$ cat config.mk
export PLATFORM = sky130hd
export DESIGN_NAME = pipe_shifter
export DESIGN_NICKNAME = d
export VERILOG_FILES = /design/src/rtl/pipe_shifter.sv
export SDC_FILE = /design/constraint.sdc
export NUM_CORES = 1
export LEC_CHECK = 0
export BUFFER_PORTS_ARGS = -buffer_cell sky130_fd_sc_hd__buf_4
export CORE_MARGIN = 1.5
export CORE_UTILIZATION = 40
export CTS_CLUSTER_DIAMETER = 50
export DETAILED_ROUTE_END_ITERATION = 12
export MAX_ROUTING_LAYER = met4
export PLACE_DENSITY = 0.6
export REMOVE_ABC_BUFFERS = 1
export SETUP_SLACK_MARGIN = 0.2
export SLEW_MARGIN = 10
export SYNTH_ARGS = -nofsm -noshare
export SYNTH_HDL_FRONTEND = slang
export SYNTH_SLANG_ARGS = --single-unit
$ cat constraint.sdc
create_clock -name i_clk -period 4.6 [get_ports i_clk]
set_clock_uncertainty 0.2 [all_clocks]
set_input_delay 0.23 -clock i_clk [delete_from_list [all_inputs] [get_ports i_clk]]
set_output_delay 0.23 -clock i_clk [all_outputs]
set_load 0.01 [all_outputs]
$ cat src/rtl/pipe_shifter.sv
// Pipelined barrel shifter: SLL/SRL/SRA/ROL over log2(XLEN) shift layers
// split across STAGES register stages, valid/ready on both sides,
// pass-through tag and a flush that kills everything in flight.
module pipe_shifter #(
  parameter int unsigned XLEN   = 32,
  parameter int unsigned STAGES = 2,
  parameter int unsigned TAG_W  = 5
) (
  input  logic             i_clk,
  input  logic             i_rst,
  input  logic             i_valid,
  output logic             o_ready,
  input  logic [XLEN-1:0]  i_a,
  input  logic [XLEN-1:0]  i_shamt,
  input  logic [1:0]       i_op,
  input  logic [TAG_W-1:0] i_tag,
  input  logic             i_flush,
  output logic             o_valid,
  input  logic             i_ready,
  output logic [XLEN-1:0]  o_result,
  output logic [TAG_W-1:0] o_tag
);

  localparam int unsigned LOG = $clog2(XLEN);

  typedef enum logic [1:0] {
    OP_SLL = 2'b00,
    OP_SRL = 2'b01,
    OP_SRA = 2'b10,
    OP_ROL = 2'b11
  } op_e;

  if ((XLEN & (XLEN - 1)) != 0 || XLEN < 8 || XLEN > 64) begin : g_bad_xlen
    $error("pipe_shifter: XLEN must be a power of two in 8..64");
  end
  if (STAGES < 1 || STAGES > LOG) begin : g_bad_stages
    $error("pipe_shifter: STAGES must be in 1..log2(XLEN)");
  end

  // One shift layer by a power-of-two distance; sgn is the operand's original MSB.
  function automatic logic [XLEN-1:0] shift_layer(input logic [XLEN-1:0] v,
                                                  input op_e op,
                                                  input logic sgn,
                                                  input int unsigned sh);
    logic [XLEN-1:0] fill;
    logic [XLEN-1:0] r;
    fill = sgn ? ~({XLEN{1'b1}} >> sh) : '0;
    case (op)
      OP_SLL:  r = v << sh;
      OP_SRL:  r = v >> sh;
      OP_SRA:  r = (v >> sh) | fill;
      default: r = (v << sh) | (v >> (XLEN - sh));
    endcase
    return r;
  endfunction

  // Stage registers
  logic [STAGES-1:0] vld_q;
  logic [STAGES-1:0] sgn_q;
  logic [XLEN-1:0]   val_q [STAGES];
  logic [LOG-1:0]    sh_q  [STAGES];
  op_e               op_q  [STAGES];
  logic [TAG_W-1:0]  tag_q [STAGES];

  // Stage inputs and per-stage combinational results
  logic [STAGES-1:0] adv;
  logic [STAGES-1:0] in_vld;
  logic [STAGES-1:0] in_sgn;
  logic [XLEN-1:0]   in_val  [STAGES];
  logic [XLEN-1:0]   nxt_val [STAGES];
  logic [LOG-1:0]    in_sh   [STAGES];
  op_e               in_op   [STAGES];
  logic [TAG_W-1:0]  in_tag  [STAGES];

  logic unused_shamt_hi;
  assign unused_shamt_hi = ^i_shamt[XLEN-1:LOG];

  // Route each stage's input: stage 0 from the ports, later stages from the previous register.
  always_comb begin
    in_vld[0] = i_valid;
    in_sgn[0] = i_a[XLEN-1];
    in_val[0] = i_a;
    in_sh[0]  = i_shamt[LOG-1:0];
    in_op[0]  = op_e'(i_op);
    in_tag[0] = i_tag;
    for (int unsigned k = 1; k < STAGES; k++) begin
      in_vld[k] = vld_q[k-1];
      in_sgn[k] = sgn_q[k-1];
      in_val[k] = val_q[k-1];
      in_sh[k]  = sh_q[k-1];
      in_op[k]  = op_q[k-1];
      in_tag[k] = tag_q[k-1];
    end
  end

  // Stage k may load when any stage from k to the output has a hole, or the consumer takes the output.
  // This is the unrolled form of "empty or downstream advances".
  always_comb begin
    adv = '0;
    for (int unsigned k = 0; k < STAGES; k++) begin
      logic full;
      full = 1'b1;
      for (int unsigned j = k; j < STAGES; j++) begin
        full = full & vld_q[j];
      end
      adv[k] = i_ready | ~full;
    end
  end

  // Apply the contiguous block of layers each stage owns (LSB layers first).
  always_comb begin
    for (int unsigned k = 0; k < STAGES; k++) begin
      logic [XLEN-1:0] v;
      v = in_val[k];
      for (int unsigned j = 0; j < LOG; j++) begin
        if (j >= (k * LOG) / STAGES && j < ((k + 1) * LOG) / STAGES && in_sh[k][j]) begin
          v = shift_layer(v, in_op[k], in_sgn[k], 32'd1 << j);
        end
      end
      nxt_val[k] = v;
    end
  end

  // Pipeline registers; flush clears every valid bit but lets the datapath load freely.
  always_ff @(posedge i_clk) begin
    if (i_rst) begin
      vld_q <= '0;
      sgn_q <= '0;
      for (int unsigned k = 0; k < STAGES; k++) begin
        val_q[k] <= '0;
        sh_q[k]  <= '0;
        op_q[k]  <= OP_SLL;
        tag_q[k] <= '0;
      end
    end else begin
      for (int unsigned k = 0; k < STAGES; k++) begin
        if (i_flush) begin
          vld_q[k] <= 1'b0;
        end else if (adv[k]) begin
          vld_q[k] <= in_vld[k];
        end
        if (adv[k]) begin
          sgn_q[k] <= in_sgn[k];
          val_q[k] <= nxt_val[k];
          sh_q[k]  <= in_sh[k];
          op_q[k]  <= in_op[k];
          tag_q[k] <= in_tag[k];
        end
      end
    end
  end

  assign o_ready  = adv[0];
  assign o_valid  = vld_q[STAGES-1];
  assign o_result = val_q[STAGES-1];
  assign o_tag    = tag_q[STAGES-1];

endmodule

Yosys cells after proc, flatten, opt, wreduce, memory -nomap -nowiden
Memories as Yosys holds them, arrays and structs flattened.
Cells that the tools add are included.
{"block": "totals", "out_inout_bits": 39, "rom_bits": 0, "latchBits": 0, "word_cells": 68, "ramBits": 88, "in_bits": 76, "ff_bits": 3, "n_memories": 4}
{"block": "classes", "addsub": 0, "mul": 0, "reduce_logical": 3, "muxes": 31, "bitwise": 23, "magnitude_cmp": 0, "n_eq_ne": 4, "div": 0, "shifts": 0}
{"name": "val_q", "depth": 2, "word_bits": 32, "rd": 2, "rd_clocked_by_memory_dff": 0, "wr": 2, "line_no": "60", "source": "logic [XLEN-1:0] val_q [STAGES];"}
{"name": "sh_q", "depth": 2, "word_bits": 5, "rd": 1, "rd_clocked_by_memory_dff": 0, "wr": 2, "line_no": "61", "source": "logic [LOG-1:0] sh_q [STAGES];"}
{"name": "tag_q", "depth": 2, "word_bits": 5, "rd": 2, "rd_clocked_by_memory_dff": 0, "wr": 2, "line_no": "63", "source": "logic [TAG_W-1:0] tag_q [STAGES];"}
{"name": "op_q", "depth": 2, "word_bits": 2, "rd": 1, "rd_clocked_by_memory_dff": 0, "wr": 2, "line_no": "62", "source": "op_e op_q [STAGES];"}
{"operator": "32-bit one-hot mux with 3 select lines", "count": 5}
{"operator": "32-bit two-way mux", "count": 12}
{"operator": "16-bit by 32-bit bitwise OR with 32-bit output", "count": 1}
{"operator": "24-bit by 32-bit bitwise OR with 32-bit output", "count": 1}
{"operator": "28-bit by 32-bit bitwise OR with 32-bit output", "count": 1}
{"operator": "30-bit by 32-bit bitwise OR with 32-bit output", "count": 1}
{"operator": "31-bit by 32-bit bitwise OR with 32-bit output", "count": 1}
{"operator": "32-bit by 1-bit bitwise OR with 32-bit output", "count": 1}
{"operator": "32-bit by 16-bit bitwise OR with 32-bit output", "count": 1}
{"operator": "32-bit by 2-bit bitwise OR with 32-bit output", "count": 1}
{"operator": "32-bit by 4-bit bitwise OR with 32-bit output", "count": 1}
{"operator": "32-bit by 8-bit bitwise OR with 32-bit output", "count": 1}
{"operator": "5-bit two-way mux", "count": 4}
{"operator": "1-bit bitwise OR", "count": 10}
{"operator": "1-bit two-way mux", "count": 8}
{"operator": "2-bit by 1-bit == test with 1-bit output, second input constant", "count": 2}
{"operator": "2-bit == test, second input constant", "count": 2}
{"operator": "2-bit logical NOT", "count": 2}
{"operator": "2-bit two-way mux", "count": 2}
{"operator": "1-bit inverter", "count": 2}
{"operator": "2-bit OR reduction", "count": 1}
{"operator": "1-bit AND", "count": 1}

Logic depth before layout (Yosys ltp)
{"block": "logic_depth", "ltp_word": 11, "depth_mapped": 8, "ltp_nobuf": 5}

Least setup slack after synthesis
Ideal clock, no wire load.
{"block": "synth_path", "kind": "register to register", "startpoint": "memory op_q[0][0] in the netlist's numbering", "endpoint": "memory val_q[1][2], in the netlist val_q[0][34] (data pin)", "slack_ns": 2.487, "n_path_buf": 2, "period_less_slack_ns": 2.113, "setup_time_ns": 0.274, "arrival_time_ns": 1.639, "required_ns": 4.126, "path_stages_with_launch": 8, "cell_sequence": "edfxtp_1 -> buf_6 -> xor2_2 -> buf_4 -> nand2_1 -> a21oi_1 -> a2111oi_0 -> o22ai_1"}
{"element": "from (decl)", "line_no": "62"}
{"element": "to (decl)", "line_no": "60"}

==> flow_summary.ini <==
[synthesis]
ys.flop_type = edfxtp_1
async_reset_ff_share_pct = 0
synth-seq-cells = 82
ys.warnings.count = 0
syn_inst = 758
avgSynthCellArea_sq_um = 9.17
yosysTopAreaCell = edfxtp_1
yosysMostFrequentCell = nand2_1
synth_edf_count = 79
synth.top_cell.area_share_pct = 34.1
synth_area_sq_mm = 0.00695
yosys-top-cells-area = edfxtp_1, mux4_2, mux2i_1, a21oi_1, nand2_1
yosys-top-cells-count = nand2_1, edfxtp_1, a21oi_1, nor2_1, mux2i_1
ys_types = 53
ys_seq_area_share_pct = 35.0

[setup_path]
path_delay_family = compound AO/OA/AOI/OAI gates
path_class = flop to flop
cp.buffers_inverters = 2
crit_fanout = 20
critPathCaptureType = flop
worstPathRequired_ps = 4470
ff2ff_path_depth = 7
path_depth = 7
slowest_delay_ps = 960
start_kind = flop
worstPathArrival_ps = 3110
critPathSlowestCell = a2111oi_0
path_cells = buf_4 > xor2_2 > buf_4 > nand2_1 > a21oi_1 > a2111oi_0 > a21oi_1

[timing]
post-route-period-util_pct = 70.5
finalHoldViolCount = 0
fin_crit_ps = 3240
rsz0062_at_grt = no
holdWs_ps = 51.5
slew_headroom_pct = 24.2
fmax_mhz = 308
worstMarginPinSlew_ps = 1110
finalSetupViolCount = 0
tns_ps = 0
fin_ws_ps = 1360
drv_slew = 0

[finish]
nets = 889
drive_above_1_share_pct = 19.9
utilization_pct = 47.7
n_antenna_cell = 0
syn_to_final_growth_pct = 17.5

[floorplan]
row_count = 48
core_area_sq_mm = 0.0171
start_util_pct = 40.6
die_area_sq_mm = 0.0182
die_w_microns = 135
io_pins = 115
fp.dieH_microns = 135

[route]
antenna_left = 0
via_count = 6532
drc = 0
routed_wl_microns = 22100
dr.pass1.iters = 5
routed_via_density = 6.26
drt_iter0_markers = 602
routedWlPerCell_microns = 21.1

[cts]
numCtsBuffers = 9
cts_sinks = 82
clk_path_buf_depth = 2
path_clk_slew_ps = 70
cts_max_level = 3
root_buffer = clkbuf_16
insertion_delay_ps = 360
post_cts_buffers = 0
tritoncts = built

[global_routing]
grt_max_degree = 88
grtUsageTotal_pct = 25.3
grt_pass1_vias = 6018
grt_first_pass_wirelength_microns = 33900
grt_antenna_before_repair = 0
use_met1_pct = 33.5
grt_overflow = 0
grt-busiest-layer = met2
met2_usage_pct = 37.8
grt_use_met3_pct = 3.83

[status]
status = finished clean

[placement]
dp_hpwl_microns = 15300
dp_slack_ps = 1560
finalWeightedCongestion = 0.932
port_buffers = 87

[power]
peakVddDrop_uv = 187
power_mw = 2.34
power_leakage_nw = 3.17
power.density_mw_per_mm2 = 287

[min_path]
hold_class = input pin to flop
holdPathStages = 4

[flow_run]
cap_violations = 0
[power breakdown]
| group | internal [mW] | switching (mW) |
|---|---|---|
| registers | 0.889 | 0.0753 |
| clock network | 0.388 | 0.340 |
| logic | 0.294 | 0.355 |
[metrics by stage]
step	cells	area, sq um
4_1_cts	1043	8160
5_1_grt	1043	8160
3_5_place_dp	1014	7730
6_report	1043	8160
2_1_floorplan	684	6620
3_3_place_gp	1014	7730
[worst reg2reg max path, delay by kind of cell (launching register included)]
family | cells | cell delay, ps
compound gates | 3 | 1190
xor+xnor | 1 | 90
buf+inv | 2 | 550
flops | 1 | 800
simple gates | 1 | 120
[cell usage in the layout (no fill, tap or decap), types with 10 or more instances in the layout]
| master | netlist | final |
|---|---|---|
| nand2b_1 | 11 | 10 |
| o21ai_1 | 18 | 18 |
| nand2_1 | 91 | 91 |
| a21oi_1 | 72 | 71 |
| mux4_2 | 26 | 26 |
| and2_1 | 24 | 24 |
| o21ai_0 | 28 | 28 |
| dlygate4sd3_1 | 0 | 13 |
| a211oi_1 | 13 | 13 |
| buf_4 | 5 | 104 |
| a31oi_1 | 10 | 10 |
| nor3_1 | 12 | 12 |
| a311o_1 | 15 | 15 |
| a22o_1 | 30 | 30 |
| mux2i_1 | 50 | 50 |
| nor2b_1 | 23 | 23 |
| nand3_1 | 10 | 10 |
| edfxtp_1 | 79 | 79 |
| nor2_1 | 64 | 64 |
[what timing repair did]
item,4_1_cts,5_1_grt
gates resized for setup,0,0
endpoints found under the hold margin,11,0
hold buffers,13,0
[cell type report]
type                            instances  area, sq um
Fill cell                            1635         8960
Multi-Input combinational cell        593         4180
Sequential cell                        82         2430
Timing Repair Buffer                  118          931
Tap cell                              225          282
Clock buffer                            9          225
Clock inverter                          7         78.8
Inverter                                9         33.8
[flip-flops by register name, summed over array words and instances, names as in the netlist]
register  count
sh_q          3
vld_q         2
op_q          2
tag_q        10
val_q        64
sgn_q         1
[logic make-up (layout without fill, tap and decap cells)]
group	Yosys count	in the layout	share of synthesized area, %
simple gates	244	244	16.2
xor+xnor	3	3	0.702
flops	82	82	35.0
compound gates	259	259	25.4
mux	87	87	17.4
buf+inv	83	143	5.28
[routing by layer]
metal / vias to the layer above / routed length (microns)
met1: 3125 / 9460
li1: 3022 / -
met3: 64 / 1590
met2: 321 / 10100
met5: - / 0
met4: 0 / 923
[path summary, 6_finish.rpt]
path	startpoint	end	slack (ps)
min	i_ready	sgn_q[0]	50
max reg2reg	op_q[0][0]	val_q[0][49]	1360
max	op_q[0][0]	val_q[0][49]	1360
min reg2reg	tag_q[0][4]	tag_q[0][9]	340
Power figures use the tool's default switching activity.
